==> config.mk <==
export PLATFORM = sky130hd
export DESIGN_NAME = lu_cmd_driver
export DESIGN_NICKNAME = d
export VERILOG_FILES = /design/src/rtl/lu_pkg.sv /design/src/rtl/lu_cmd_fifo.sv /design/src/rtl/lu_cmd_driver.sv
export SDC_FILE = /design/constraint.sdc
export NUM_CORES = 1
export LEC_CHECK = 0
export ABC_AREA = 1
export ABC_CLOCK_PERIOD_IN_PS = 4850
export CAP_MARGIN = 20
export CORE_ASPECT_RATIO = 1.1
export CORE_UTILIZATION = 50
export DETAILED_ROUTE_END_ITERATION = 8
export DONT_BUFFER_PORTS = 1
export GPL_ROUTABILITY_DRIVEN = 0
export GPL_TIMING_DRIVEN = 0
export SYNTH_ARGS = -nofsm -noshare
export SYNTH_HDL_FRONTEND = slang
export SYNTH_SLANG_ARGS = --single-unit
==> constraint.sdc <==
create_clock -name clk -period 4.85 [get_ports clk]
set_input_delay 0.97 -clock clk [delete_from_list [all_inputs] [get_ports clk]]
set_output_delay 0.97 -clock clk [all_outputs]
set_load 0.03 [all_outputs]
==> src/rtl/lu_pkg.sv <==
// Shared definitions for the logic-unit command driver: state encoding,
// command word layout and the reference mux rule used for checking.
package lu_pkg;

    localparam logic [1:0] ST_IDLE  = 2'd0;
    localparam logic [1:0] ST_DRIVE = 2'd1;
    localparam logic [1:0] ST_HOLD  = 2'd2;

    typedef enum logic [1:0] {
        S_IDLE  = ST_IDLE,
        S_DRIVE = ST_DRIVE,
        S_HOLD  = ST_HOLD
    } lu_state_t;

    localparam int CMD_W    = 4;
    localparam int CMD_A    = 3;
    localparam int CMD_B    = 2;
    localparam int CMD_SEL1 = 1;
    localparam int CMD_SEL2 = 0;

    // Value a healthy 2:1 mux must produce for the given select/operands.
    function automatic logic mux_expect(input logic sel, input logic a, input logic b);
        return sel ? b : a;
    endfunction

endpackage

==> src/rtl/lu_cmd_fifo.sv <==
// Small command FIFO with occupancy count; overflow/underflow requests are ignored.
module lu_cmd_fifo #(
    parameter int DEPTH = 4,
    parameter int CMD_W = 4
) (
    input  logic                       clk,
    input  logic                       rst,
    input  logic                       i_push,
    input  logic [CMD_W-1:0]           i_wdata,
    input  logic                       i_pop,
    output logic [CMD_W-1:0]           o_rdata,
    output logic                       o_full,
    output logic                       o_empty,
    output logic [$clog2(DEPTH):0]     o_count
);

    localparam int PTR_W = $clog2(DEPTH);

    logic [CMD_W-1:0] r_mem [DEPTH];
    logic [PTR_W-1:0] r_wr_ptr;
    logic [PTR_W-1:0] r_rd_ptr;
    logic [PTR_W:0]   r_count;
    logic             w_push;
    logic             w_pop;

    assign o_full  = (r_count == (PTR_W+1)'(DEPTH));
    assign o_empty = (r_count == '0);
    assign w_push  = i_push & ~o_full;
    assign w_pop   = i_pop & ~o_empty;
    assign o_rdata = r_mem[r_rd_ptr];
    assign o_count = r_count;

    // Storage array: written on accepted push, never reset.
    always_ff @(posedge clk) begin
        if (w_push) begin
            r_mem[r_wr_ptr] <= i_wdata;
        end
    end

    // Pointers wrap naturally because DEPTH is a power of two.
    always_ff @(posedge clk or posedge rst) begin
        if (rst) begin
            r_wr_ptr <= '0;
            r_rd_ptr <= '0;
        end else begin
            if (w_push) r_wr_ptr <= r_wr_ptr + 1'b1;
            if (w_pop)  r_rd_ptr <= r_rd_ptr + 1'b1;
        end
    end

    // Occupancy: simultaneous push and pop leave it unchanged.
    always_ff @(posedge clk or posedge rst) begin
        if (rst) begin
            r_count <= '0;
        end else begin
            case ({w_push, w_pop})
                2'b10:   r_count <= r_count + 1'b1;
                2'b01:   r_count <= r_count - 1'b1;
                default: r_count <= r_count;
            endcase
        end
    end

endmodule

==> src/rtl/lu_cmd_driver.sv <==
// Buffers operand/select commands, drives them one at a time into the dual
// 2:1 mux cell, waits a settle interval, captures and checks the outputs and
// hands the result downstream over a valid/ready handshake.
module lu_cmd_driver
    import lu_pkg::*;
#(
    parameter int DEPTH  = 4,
    parameter int SETTLE = 1
) (
    input  logic                   clk,
    input  logic                   rst,
    input  logic                   cmd_valid,
    output logic                   cmd_ready,
    input  logic                   cmd_a,
    input  logic                   cmd_b,
    input  logic                   cmd_sel1,
    input  logic                   cmd_sel2,
    output logic                   lu_a,
    output logic                   lu_b,
    output logic                   lu_sel1,
    output logic                   lu_sel2,
    input  logic                   lu_s1,
    input  logic                   lu_s2,
    output logic                   res_valid,
    input  logic                   res_ready,
    output logic                   res_s1,
    output logic                   res_s2,
    output logic                   res_err,
    output logic                   busy,
    output logic [$clog2(DEPTH):0] count
);

    localparam int SET_W = (SETTLE > 1) ? $clog2(SETTLE) : 1;
    localparam logic [SET_W-1:0] SETTLE_LOAD = SET_W'(SETTLE - 1);

    lu_state_t             r_state;
    lu_state_t             w_state_nxt;
    logic [SET_W-1:0]      r_settle;
    logic                  w_load;
    logic                  w_capture;
    logic                  w_push;
    logic                  w_full;
    logic                  w_empty;
    logic [CMD_W-1:0]      w_head;
    logic [CMD_W-1:0]      w_cmd;
    logic [$clog2(DEPTH):0] w_count;
    logic                  r_lu_a;
    logic                  r_lu_b;
    logic                  r_lu_sel1;
    logic                  r_lu_sel2;
    logic                  r_e1;
    logic                  r_e2;
    logic                  r_res_valid;
    logic                  r_res_s1;
    logic                  r_res_s2;
    logic                  r_res_err;

    assign w_cmd     = {cmd_a, cmd_b, cmd_sel1, cmd_sel2};
    assign cmd_ready = ~w_full;
    assign w_push    = cmd_valid & ~w_full;

    lu_cmd_fifo #(
        .DEPTH (DEPTH),
        .CMD_W (CMD_W)
    ) u_fifo (
        .clk     (clk),
        .rst     (rst),
        .i_push  (w_push),
        .i_wdata (w_cmd),
        .i_pop   (w_load),
        .o_rdata (w_head),
        .o_full  (w_full),
        .o_empty (w_empty),
        .o_count (w_count)
    );

    // State register.
    always_ff @(posedge clk or posedge rst) begin
        if (rst) r_state <= S_IDLE;
        else     r_state <= w_state_nxt;
    end

    // Next state plus load (pop) and capture strobes.
    always_comb begin
        w_state_nxt = r_state;
        w_load      = 1'b0;
        w_capture   = 1'b0;
        case (r_state)
            S_IDLE: begin
                if (!w_empty) begin
                    w_load      = 1'b1;
                    w_state_nxt = S_DRIVE;
                end
            end
            S_DRIVE: begin
                if (r_settle == '0) begin
                    w_capture   = 1'b1;
                    w_state_nxt = S_HOLD;
                end
            end
            S_HOLD: begin
                if (res_ready) begin
                    if (!w_empty) begin
                        w_load      = 1'b1;
                        w_state_nxt = S_DRIVE;
                    end else begin
                        w_state_nxt = S_IDLE;
                    end
                end
            end
            default: w_state_nxt = S_IDLE;
        endcase
    end

    // Settle counter: loaded with SETTLE-1 on each load, counts down in DRIVE.
    always_ff @(posedge clk or posedge rst) begin
        if (rst) begin
            r_settle <= '0;
        end else if (w_load) begin
            r_settle <= SETTLE_LOAD;
        end else if (r_state == S_DRIVE && r_settle != '0) begin
            r_settle <= r_settle - 1'b1;
        end
    end

    // LU drive registers: change only when a command is loaded.
    always_ff @(posedge clk or posedge rst) begin
        if (rst) begin
            r_lu_a    <= 1'b0;
            r_lu_b    <= 1'b0;
            r_lu_sel1 <= 1'b0;
            r_lu_sel2 <= 1'b0;
        end else if (w_load) begin
            r_lu_a    <= w_head[CMD_A];
            r_lu_b    <= w_head[CMD_B];
            r_lu_sel1 <= w_head[CMD_SEL1];
            r_lu_sel2 <= w_head[CMD_SEL2];
        end
    end

    // Expected mux outputs latched alongside the loaded command.
    always_ff @(posedge clk) begin
        if (w_load) begin
            r_e1 <= mux_expect(w_head[CMD_SEL1], w_head[CMD_A], w_head[CMD_B]);
            r_e2 <= mux_expect(w_head[CMD_SEL2], w_head[CMD_A], w_head[CMD_B]);
        end
    end

    // Result registers: captured at the end of the settle interval.
    always_ff @(posedge clk or posedge rst) begin
        if (rst) begin
            r_res_s1  <= 1'b0;
            r_res_s2  <= 1'b0;
            r_res_err <= 1'b0;
        end else if (w_capture) begin
            r_res_s1  <= lu_s1;
            r_res_s2  <= lu_s2;
            r_res_err <= (lu_s1 != r_e1) | (lu_s2 != r_e2);
        end
    end

    // Result valid: set on capture, cleared by the downstream handshake.
    always_ff @(posedge clk or posedge rst) begin
        if (rst) begin
            r_res_valid <= 1'b0;
        end else if (w_capture) begin
            r_res_valid <= 1'b1;
        end else if (r_res_valid && res_ready) begin
            r_res_valid <= 1'b0;
        end
    end

    assign lu_a      = r_lu_a;
    assign lu_b      = r_lu_b;
    assign lu_sel1   = r_lu_sel1;
    assign lu_sel2   = r_lu_sel2;
    assign res_valid = r_res_valid;
    assign res_s1    = r_res_s1;
    assign res_s2    = r_res_s2;
    assign res_err   = r_res_err;
    assign count     = w_count;
    assign busy      = (r_state != S_IDLE) | ~w_empty;

endmodule

## Word-level counts from Yosys, hierarchy flattened

Memory sizes are Yosys's and may differ from the RTL's.
Cells that the tools add are included.
W data, S select, Z words.

| operators by class | value |
|---|---|
| add/subtract/negate cells | 5 |
| eq/ne operators | 10 |
| multiplexer cells | 19 |
| bitwise gates (word level) | 7 |
| reduce and logical (&&, ||, !) cells | 9 |

Operator list:

| operator | number |
|---|---|
| $mux W1 | 13 |
| $reduce_bool A2 Y1 | 4 |
| $mux W2 | 3 |
| $ne A2 B2 Y1 const B | 3 |
| $pmux W2 S3 | 1 |
| $pmux W3 S2 | 1 |
| $add A2 B1 Y2 const B | 2 |
| $eq A2 B1 Y1 const B | 2 |
| $eq A2 B2 Y1 const B | 2 |
| $add A3 B1 Y3 const B | 1 |
| $and A1 B1 Y1 | 3 |
| $eq A3 B3 Y1 const B | 1 |
| $logic_not A3 Y1 | 1 |
| $reduce_and A3 Y1 | 1 |
| $sub A3 B1 Y3 const B | 1 |
| $logic_and A1 B1 Y1 | 2 |
| $logic_not A2 Y1 | 1 |
| $ne A1 B1 Y1 | 2 |
| $not A1 Y1 | 2 |
| $or A1 B1 Y1 | 2 |
| $pmux W1 S2 | 1 |
| $sub A1 B1 Y1 const B | 1 |

| word-level totals | value |
|---|---|
| register bits | 20 |
| bits in writable memories | 16 |
| bits of input ports | 10 |
| logic and storage cells | 66 |
| memories | 1 |

Memories:

| name | depth | width | read ports | clocked after memory_dff | write ports | line | text |
|---|---|---|---|---|---|---|---|
| u_fifo.r_mem | 4 | 4 | 1 | 0 | 1 | lu_cmd_fifo.sv:19 | `logic [CMD_W-1:0] r_mem [DEPTH];` |

## Logic depth before layout (Yosys ltp)

Gate-level depths: netlist of the first run.

| logic depth | value |
|---|---|
| depth in word-level cells | 7 |
| mapped depth | 11 |
| depth with buffers taken out | 11 |

## Cells and area by module

Synthesis of the first run repeated with hierarchy kept, for this count alone.

| unflattened totals | value |
|---|---|
| cell total of the unflattened synthesis | 168 |
| area, all modules | 1657.8 µm² |

Modules (own cells, without submodules):

| module | instances | cells an instance | area an instance (µm²) | seq. area each (µm²) |
|---|---|---|---|---|
| lu_cmd_fifo | 1 | 108 | 1107.3 | 655.6 |
| lu_cmd_driver | 1 | 60 | 550.5 | 335.3 |

## Worst setup path after synthesis of the first run

OpenSTA, ideal clock, no wires.

| timing | value |
|---|---|
| path type | input port to flip-flop |
| from | input res_ready |
| to | register u_fifo.r_count[2] (netlist: u_fifo.o_count[2]) |
| setup time | 123 ps |
| arrival | 2063 ps |
| data required time | 4727 ps |
| slack | 2664 ps |
| cell stages on the path | 8 |
| cells stage by stage | o21ai_4 > nor2_8 > ha_1 > inv_1 > fa_1 > nand2_1 > nand3b_1 > xor2_1 |

| on the way | value |
|---|---|
| longest elaborated chain between the ends | 5 |
| elaborated cells on any way between the ends | 7 |
| classes of those cells | eq/ne (2); mux (3); bitwise (1); reduce/logical (1) |

RTL lines:

| what | line | text |
|---|---|---|
| start: declaration | lu_cmd_driver.sv:25 | `input logic res_ready,` |
| $mux W1 * | lu_cmd_driver.sv:102 | `if (res_ready) begin` |
| $pmux W1 S2 * | lu_cmd_driver.sv:88 | `case (r_state)` |
| $and A1 B1 Y1 * | lu_cmd_fifo.sv:29 | `assign w_pop = i_pop & ~o_empty;` |
| named net u_fifo.w_pop | lu_cmd_fifo.sv:24 | `logic w_pop;` |
| $eq A2 B1 Y1 or $eq A2 B2 Y1 (tied branches) | lu_cmd_fifo.sv:56 | `case ({w_push, w_pop})` |
| $pmux W3 S2 or $reduce_bool A2 Y1 (tied branches) | - |  |
| end signal: assignment | lu_cmd_fifo.sv:57 | `2'b10: r_count <= r_count + 1'b1;` |
| end signal: assignment | lu_cmd_fifo.sv:58 | `2'b01: r_count <= r_count - 1'b1;` |
| end signal: assignment | lu_cmd_fifo.sv:59 | `default: r_count <= r_count;` |
| end: declaration | lu_cmd_fifo.sv:22 | `logic [PTR_W:0] r_count;` |

The timed path passes the listed nets; every way through them passes the cells marked *.
A chain may end at the register's enable or synchronous reset.

## Worst setup path after layout of the first run

| timing | value |
|---|---|
| from | register u_fifo.r_count[1] (netlist: u_fifo.o_count[1]) |
| to | output busy |

| on the way | value |
|---|---|
| longest elaborated chain between the ends | 3 |

RTL lines:

| what | line | text |
|---|---|---|
| $logic_not A3 Y1 | lu_cmd_fifo.sv:27 | `assign o_empty = (r_count == '0);` |
| $not A1 Y1 | lu_cmd_driver.sv:182 | `assign busy = (r_state != S_IDLE) \| ~w_empty;` |
| $or A1 B1 Y1 | lu_cmd_driver.sv:182 |  |
| end: declaration | lu_cmd_driver.sv:29 | `output logic busy,` |

Every way passes these cells.

==> results of run 1 <==
[worst register-to-register path, cell delays in order, from the launching register on]
cell and delay, ns:
dfrtp_1 0.51, inv_1 0.19, nand3_2 0.24, nand2_2 0.22
ha_1 0.20, inv_1 0.07, fa_1 0.38, inv_1 0.07
nand2_1 0.04, nand3b_1 0.09, xor2_1 0.14
[sequential cells by signal (all words and copies together) (netlist names), 2 cells and up]
register and count:
u_fifo.r_rd_ptr 2, u_fifo.r_mem 16, u_fifo.o_count 3, u_fifo.r_wr_ptr 2, r_state 2
[logic make-up after synthesis]
logic type               after synthesis  synth area share, %
adder cells (fa/ha/maj)                6                 4.81
flip-flops                            36                 57.7
buffers and inverters                 33                 7.72
XOR/XNOR                               6                 3.06
AO/OA/AOI/OAI                          5                 2.26
AND/OR/NAND/NOR                       95                 24.5
[cell usage after synthesis]
| master | instances |
|---|---|
| buf_2 | 1 |
| buf_6 | 1 |
| dfrtp_1 | 18 |
| edfxtp_1 | 18 |
| fa_1 | 1 |
| ha_1 | 5 |
| inv_1 | 25 |
| inv_2 | 6 |
| nand2_1 | 69 |
| nand2_2 | 3 |
| nand2_4 | 1 |
| nand3_1 | 11 |
| nand3_2 | 2 |
| nand3b_1 | 1 |
| nor2_1 | 6 |
| nor2_2 | 1 |
| nor2_8 | 1 |
| o21ai_0 | 3 |
| o21ai_4 | 1 |
| o31ai_1 | 1 |
| xnor2_1 | 3 |
| xor2_1 | 3 |
[metal layers]
layer	global-route usage, %	part of all wire (%)	vias to the layer above
met5	0	0	-
met3	6.16	5.6	4
li1	-	-	571
met4	7.74	1.1	0
met1	17.2	42	468
met2	27.9	51	28
[cell usage in the layout, fill, tap and decap left out]
cell and count:
fa_1 1, o21ai_4 1, buf_6 1, o21ai_0 3, nor2_2 1, nand3b_1 1
nand2_4 1, nand2_1 69, clkinv_2 2, inv_1 25, nor2_1 6, buf_2 1
xnor2_1 3, nor2_8 1, nand2_2 3, nand3_1 11, ha_1 5, nand3_2 2
clkinv_4 1, o31ai_1 1, dfrtp_1 18, xor2_1 3, clkbuf_4 5, edfxtp_1 18
inv_2 6
[stage by stage]
step | worst slack [ns] | utilization (%) | hold WS [ns] | total power [mW]
after floorplan | 2.66 | - | 0.453 | 1.03
after global placement | 2.60 | 55.8 | 0.468 | 1.11
after detailed placement | 2.53 | 55.8 | 0.486 | 1.13
after CTS | 2.30 | 57.6 | 0.501 | 1.29
after global routing | 2.24 | 57.6 | 0.535 | 1.39
final | 2.35 | 57.6 | 0.489 | 1.27
[area by class of cell]
type                            instances  area share (%)
Buffer                                  2           0.895
Clock buffer                            5            2.07
Clock inverter                          3            1.03
Inverter                               31            6.40
Multi-Input combinational cell        112            32.7
Sequential cell                        36            54.5
Tap cell                               34            2.34
[final timing paths]
kind                                                from                             to  slack [ns]  cells after the start
setup / recovery           u_fifo.o_count[1]$_DFFE_PP0P_                           busy        2.35                      4
hold / removal                    r_state[0]$_DFFE_PP0P_         r_state[1]$_DFFE_PP0P_        0.49                      1
setup reg to reg           u_fifo.o_count[1]$_DFFE_PP0P_  u_fifo.o_count[2]$_DFFE_PP0P_        2.62                     10
hold reg to reg                   r_state[0]$_DFFE_PP0P_         r_state[1]$_DFFE_PP0P_        0.49                      1
max in group asynchronous                            rst  u_fifo.o_count[2]$_DFFE_PP0P_        3.80                      1
min in group asynchronous                            rst             res_s1$_DFFE_PP0P_        0.61                      1
[power breakdown]
group          total [mW]  internal (mW)  switching (mW)
Sequential          0.597          0.443           0.155
Combinational       0.519          0.183           0.336
Clock               0.150         0.0556          0.0948
Total                1.27          0.682           0.585
==> metrics.yaml, run 1 <==
finalInstanceArea_mm2: 0.00182
timing.final.hold_violations: 0
yosysTopAreaCell: "edfxtp_1"
cp_num_buf_inv: 2
hold_path.class: "reg -> reg"
cp_data_arrival_time_ns: 1.53
antenna_cells: 0
power_per_cell_area_mw_per_mm2: 697
dpl-instance-area_mm2: 0.00176
grt_pass1_vias: 1041
timing_worst_slew_pin_value_ns: 0.678
antenna_violations_before_repair: 0
io-pin-count: 23
drc: 1
setup_tns_ns: 0
cts-hold-fix-buffers: 0
initial_utilization_pct: 54.5
netlist_area_mm2: 0.00172
result_of_the_run: "finished, violations left"
yosysSeqAreaShare_pct: 57.7
cts_tree: "yes"
pin_count_of_the_biggest_net_entering_global_routing: 19
via_count: 1071
clockBufferDepth: 2
clk_pin_slew_ns: 0.10
maxSlewViolCount: 0
timing.final.crit_period_ns: 2.50
drive_above_1_share_pct: 13.2
ys_seq_elements: 36
global_route.overflow_total: 0
synth_top_cell_area_share_pct: 31.5
cts.repair_timing.setup_buffer_count: 0
avgRoutedWirePerCell_um: 11.5
worstSetupEndpointType: "primary output"
die_area_mm2: 0.00367
critPathMaxStageDelay_ns: 0.51
synth_warn: 0
areaGrowthSynthToFinish_pct: 5.75
cts_inserted_buffers: 5
worst_setup_sp_type: "flop"
numPlacedInstances: 215
fin_cells: 223
global_route_wire_length_before_repair_um: 4410
syn_avg_cell_area_um2: 9.49
netlist_top_cells_area: "edfxtp_1 31%, dfrtp_1 26%, nand2_1 15%, inv_1 5.5%, ha_1 3.6%"
die_h_um: 63.5
area_taken_by_multi_input_logic_gates_um2: 594
fin_skew_ns: 0.0132
cpMaxStageDelayCell: "dfrtp_1"
top_family_by_delay_on_critical_path: "flip-flops"
regArea_um2: 991
design.final.nets: 204
synth_fp_nets: 197
io_buffer_count: 0
worst_vdd_drop_uv: 293
worstPathRequired_ns: 3.88
num_rows: 21
max_clock_freq_mhz: 399
rsz_0062_raised_after_global_routing: "no"
headroom_to_the_max_slew_limit_pct: 54.7
crit_fanout: 3
track_usage_pct: 16.2
ys_types: 22
chain_of_cells_forming_the_critical_path: "inv_1, nand3_2, inv_2, nand3_1"
worst_skew_pair.late_latency_ns: 0.33
dp_hpwl_um: 1990
chipWidth_um: 57.9
numClockSinks: 36
cts_root_buf: "clkbuf_4"
worst-setup-path-type: "reg -> out"
fill_cells: 299
htreeDepth: 2
detail_route.first_pass.iterations: 6
failing_checks: "DRC"
setup_violations: 0
p_leak_nw: 0.901
post_synthesis_instance_total: 181
cts_resized: 0
detailed_route_vias_per_instance: 4.80
area_of_the_core_mm2: 0.00315
final_antenna_net_count: 0
routed_wirelength_um: 2570
min_period_over_period_pct: 51.6
max_cap_violations: 0
first_iter_violations: 44
Power figures use the tool's default switching activity.
==> run 2: changes to the inputs <==
Settings changed: ABC_CLOCK_PERIOD_IN_PS 4850 to 2300, PLACE_DENSITY set to 0.68.
Clock period 4.85 ns to 2.3 ns, I/O delays scaled along.
==> run 2 against run 1 <==
Against the previous run:
- the run still ends with DRC left
- sequential cell count stayed put
- wire length increased by 5.7%
- via count rose by 1.6%
- first-iteration DRC count is 18% higher
- count of clock-buffer cells in the layout is the same
- total power grew 140%
- worst hold slack got worse by 0.39 ns
- sequential share of layout area is 2.3 points lower
- sequential power grew 110%
- utilization rose by 2.5 points
- cell area increased by 4.3%
==> metrics.yaml, run 2 (synthesis results as in run 1) <==
result_of_the_run: "finished, violations left"  # unchanged
failing_checks: "DRC"  # unchanged
timing.final.crit_period_ns: 2.13
max_clock_freq_mhz: 469
rsz_0062_raised_after_global_routing: "no"  # unchanged
htreeDepth: 2  # unchanged
worst_skew_pair.late_latency_ns: 0.34  # was 0.33 ns
worst_setup_sp_type: "flop"  # unchanged
cts_root_buf: "clkbuf_4"  # unchanged
headroom_to_the_max_slew_limit_pct: 54.1  # was 54.7%
worst_vdd_drop_uv: 796  # was 293 µV
first_iter_violations: 52  # was 44
die_area_mm2: 0.00367  # unchanged
cts_tree: "yes"  # unchanged
layout_common_cells: "69 x nand2_1, 25 x inv_1, 18 x dfrtp_1, 18 x edfxtp_1, 11 x nand3_1"  # unchanged
setup_violations: 0  # unchanged
die_h_um: 63.5  # unchanged
min_period_over_period_pct: 92.8
chipWidth_um: 57.9  # unchanged
hold_path.class: "in -> async"  # was reg -> reg
detailed_route_vias_per_instance: 4.88  # was 4.80
num_rows: 21  # unchanged
worstPathRequired_ns: 2.57  # was 3.88 ns
areaGrowthSynthToFinish_pct: 10.3  # was 5.75%
setup_tns_ns: 0  # unchanged
pin_count_of_the_biggest_net_entering_global_routing: 19  # unchanged
worstSetupEndpointType: "flop"  # was primary output
clockBufferDepth: 2  # unchanged
cts-hold-fix-buffers: 0  # unchanged
final_antenna_net_count: 0  # unchanged
avgRoutedWirePerCell_um: 12.2  # was 11.5 µm
fill_cells: 266  # was 299
clk_pin_slew_ns: 0.11  # was 0.10 ns
drc: 2  # was 1
io-pin-count: 23  # unchanged
p_leak_nw: 0.932  # was 0.901 nW
drive_above_1_share_pct: 13.2  # unchanged
cts.repair_timing.setup_buffer_count: 0  # unchanged
max_flop_register: "u_fifo.r_mem"  # unchanged
timing_worst_slew_pin_value_ns: 0.687  # was 0.678 ns
cp_data_arrival_time_ns: 2.41  # was 1.53 ns
design.final.nets: 204  # unchanged
dp_hpwl_um: 2040  # was 1990 µm
routed_wirelength_um: 2720  # was 2570 µm
timing.final.hold_violations: 0  # unchanged
largest_reg_flops: 16  # unchanged
finish.utilization_pct: 60.1  # was 57.6%
maxSlewViolCount: 0  # unchanged
crit_fanout: 7  # was 3
power_per_cell_area_mw_per_mm2: 1600  # was 697 mW/mm²
via_count: 1088  # was 1071
numClockSinks: 36  # unchanged
fin_skew_ns: 0.00567  # was 0.0132 ns
max_cap_violations: 0  # unchanged
worst-setup-path-type: "reg -> reg"  # was reg -> out
global_route_wire_length_before_repair_um: 4700  # was 4410 µm
area_of_the_core_mm2: 0.00315  # unchanged
cts_inserted_buffers: 5  # unchanged
global_route.overflow_total: 0  # unchanged
grt_pass1_vias: 1106  # was 1041
initial_utilization_pct: 54.5  # unchanged
layout_commonest_cell: "nand2_1"  # unchanged
io_buffer_count: 0  # unchanged
track_usage_pct: 17.6  # was 16.2%
antenna_violations_before_repair: 0  # unchanged
antenna_cells: 0  # unchanged
detail_route.first_pass.iterations: 6  # unchanged
[run 2: cell types whose count changed in the layout (fill, tap and decap cells not counted)]
cell	change
nand3_2	-1
bufinv_16	+3
clkinv_2	-2
clkinv_4	-1
nand3_4	+1
[run 2: per-layer routing]
metal | share of wire, % | up-vias | GRT usage [%] | wire length (µm)
met5 | 0 | - | 0 | 0
met4 | 2.5 | 0 | 11.0 | 69
met3 | 5.5 | 5 | 7.80 | 149
met2 | 51 | 20 | 29.0 | 1380
met1 | 41 | 493 | 17.9 | 1110
li1 | - | 570 | - | -
[run 2: timing repair]
action,CTS,global route
endpoints found under the setup margin,0,1
gates resized for setup,0,1
endpoints found under the hold margin,0,0
[run 2: final timing paths]
path / startpoint / endpoint / slack (ns) / cells after the start
min reg2reg: r_state[0]$_DFFE_PP0P_ / r_state[1]$_DFFE_PP0P_ / 0.50 / 1
max in group asynchronous: rst / u_fifo.o_count[2]$_DFFE_PP0P_ / 1.77 / 1
max: u_fifo.o_count[1]$_DFFE_PP0P_ / u_fifo.o_count[2]$_DFFE_PP0P_ / 0.17 / 10
max reg2reg: u_fifo.o_count[1]$_DFFE_PP0P_ / u_fifo.o_count[2]$_DFFE_PP0P_ / 0.17 / 10
min: rst / res_s2$_DFFE_PP0P_ / 0.1 / 1
min in group clk: cmd_b / u_fifo.r_mem[3][2]$_DFFE_PP_ / 0.20 / 0
[run 2: cell type report]
cell class,instances,area [µm²],share of cell area (%)
tap,34,42.5,2.24
inverter,31,116,6.14
clock buffer,5,37.5,1.98
sequential,36,991,52.3
multi-input combinational,112,602,31.7
buffer,2,16.3,0.858
clock inverter,3,90.1,4.75
[run 2: power breakdown]
part,switching [mW],internal [mW],total [mW]
clock,0.214,0.448,0.662
combinational,0.719,0.393,1.11
sequential,0.335,0.933,1.27
total,1.27,1.77,3.04
[run 2: through the flow]
| stage | area (µm²) | setup WS (ns) | total power, mW | std cells | hold WS [ns] |
|---|---|---|---|---|---|
| CTS | 1890 | 0.0646 | 3.06 | 223 | 0.0977 |
| global placement | 1760 | 0.127 | 2.33 | 215 | 0.478 |
| floorplan | 1720 | 0.231 | 2.16 | 181 | 0.399 |
| finish | 1900 | 0.166 | 3.04 | 223 | 0.0952 |
| detailed placement | 1760 | 0.0721 | 2.39 | 215 | 0.493 |
| global route | 1900 | 0.0151 | 3.29 | 223 | 0.120 |
[run 2: critical path: stages, from the launching register on]
cell and delay [ns]:
dfrtp_1 0.52, inv_1 0.22, nand3_4 0.18, nand2_2 0.18, ha_1 0.18, inv_1 0.06
fa_1 0.38, inv_1 0.07, nand2_1 0.05, nand3b_1 0.09, xor2_1 0.15
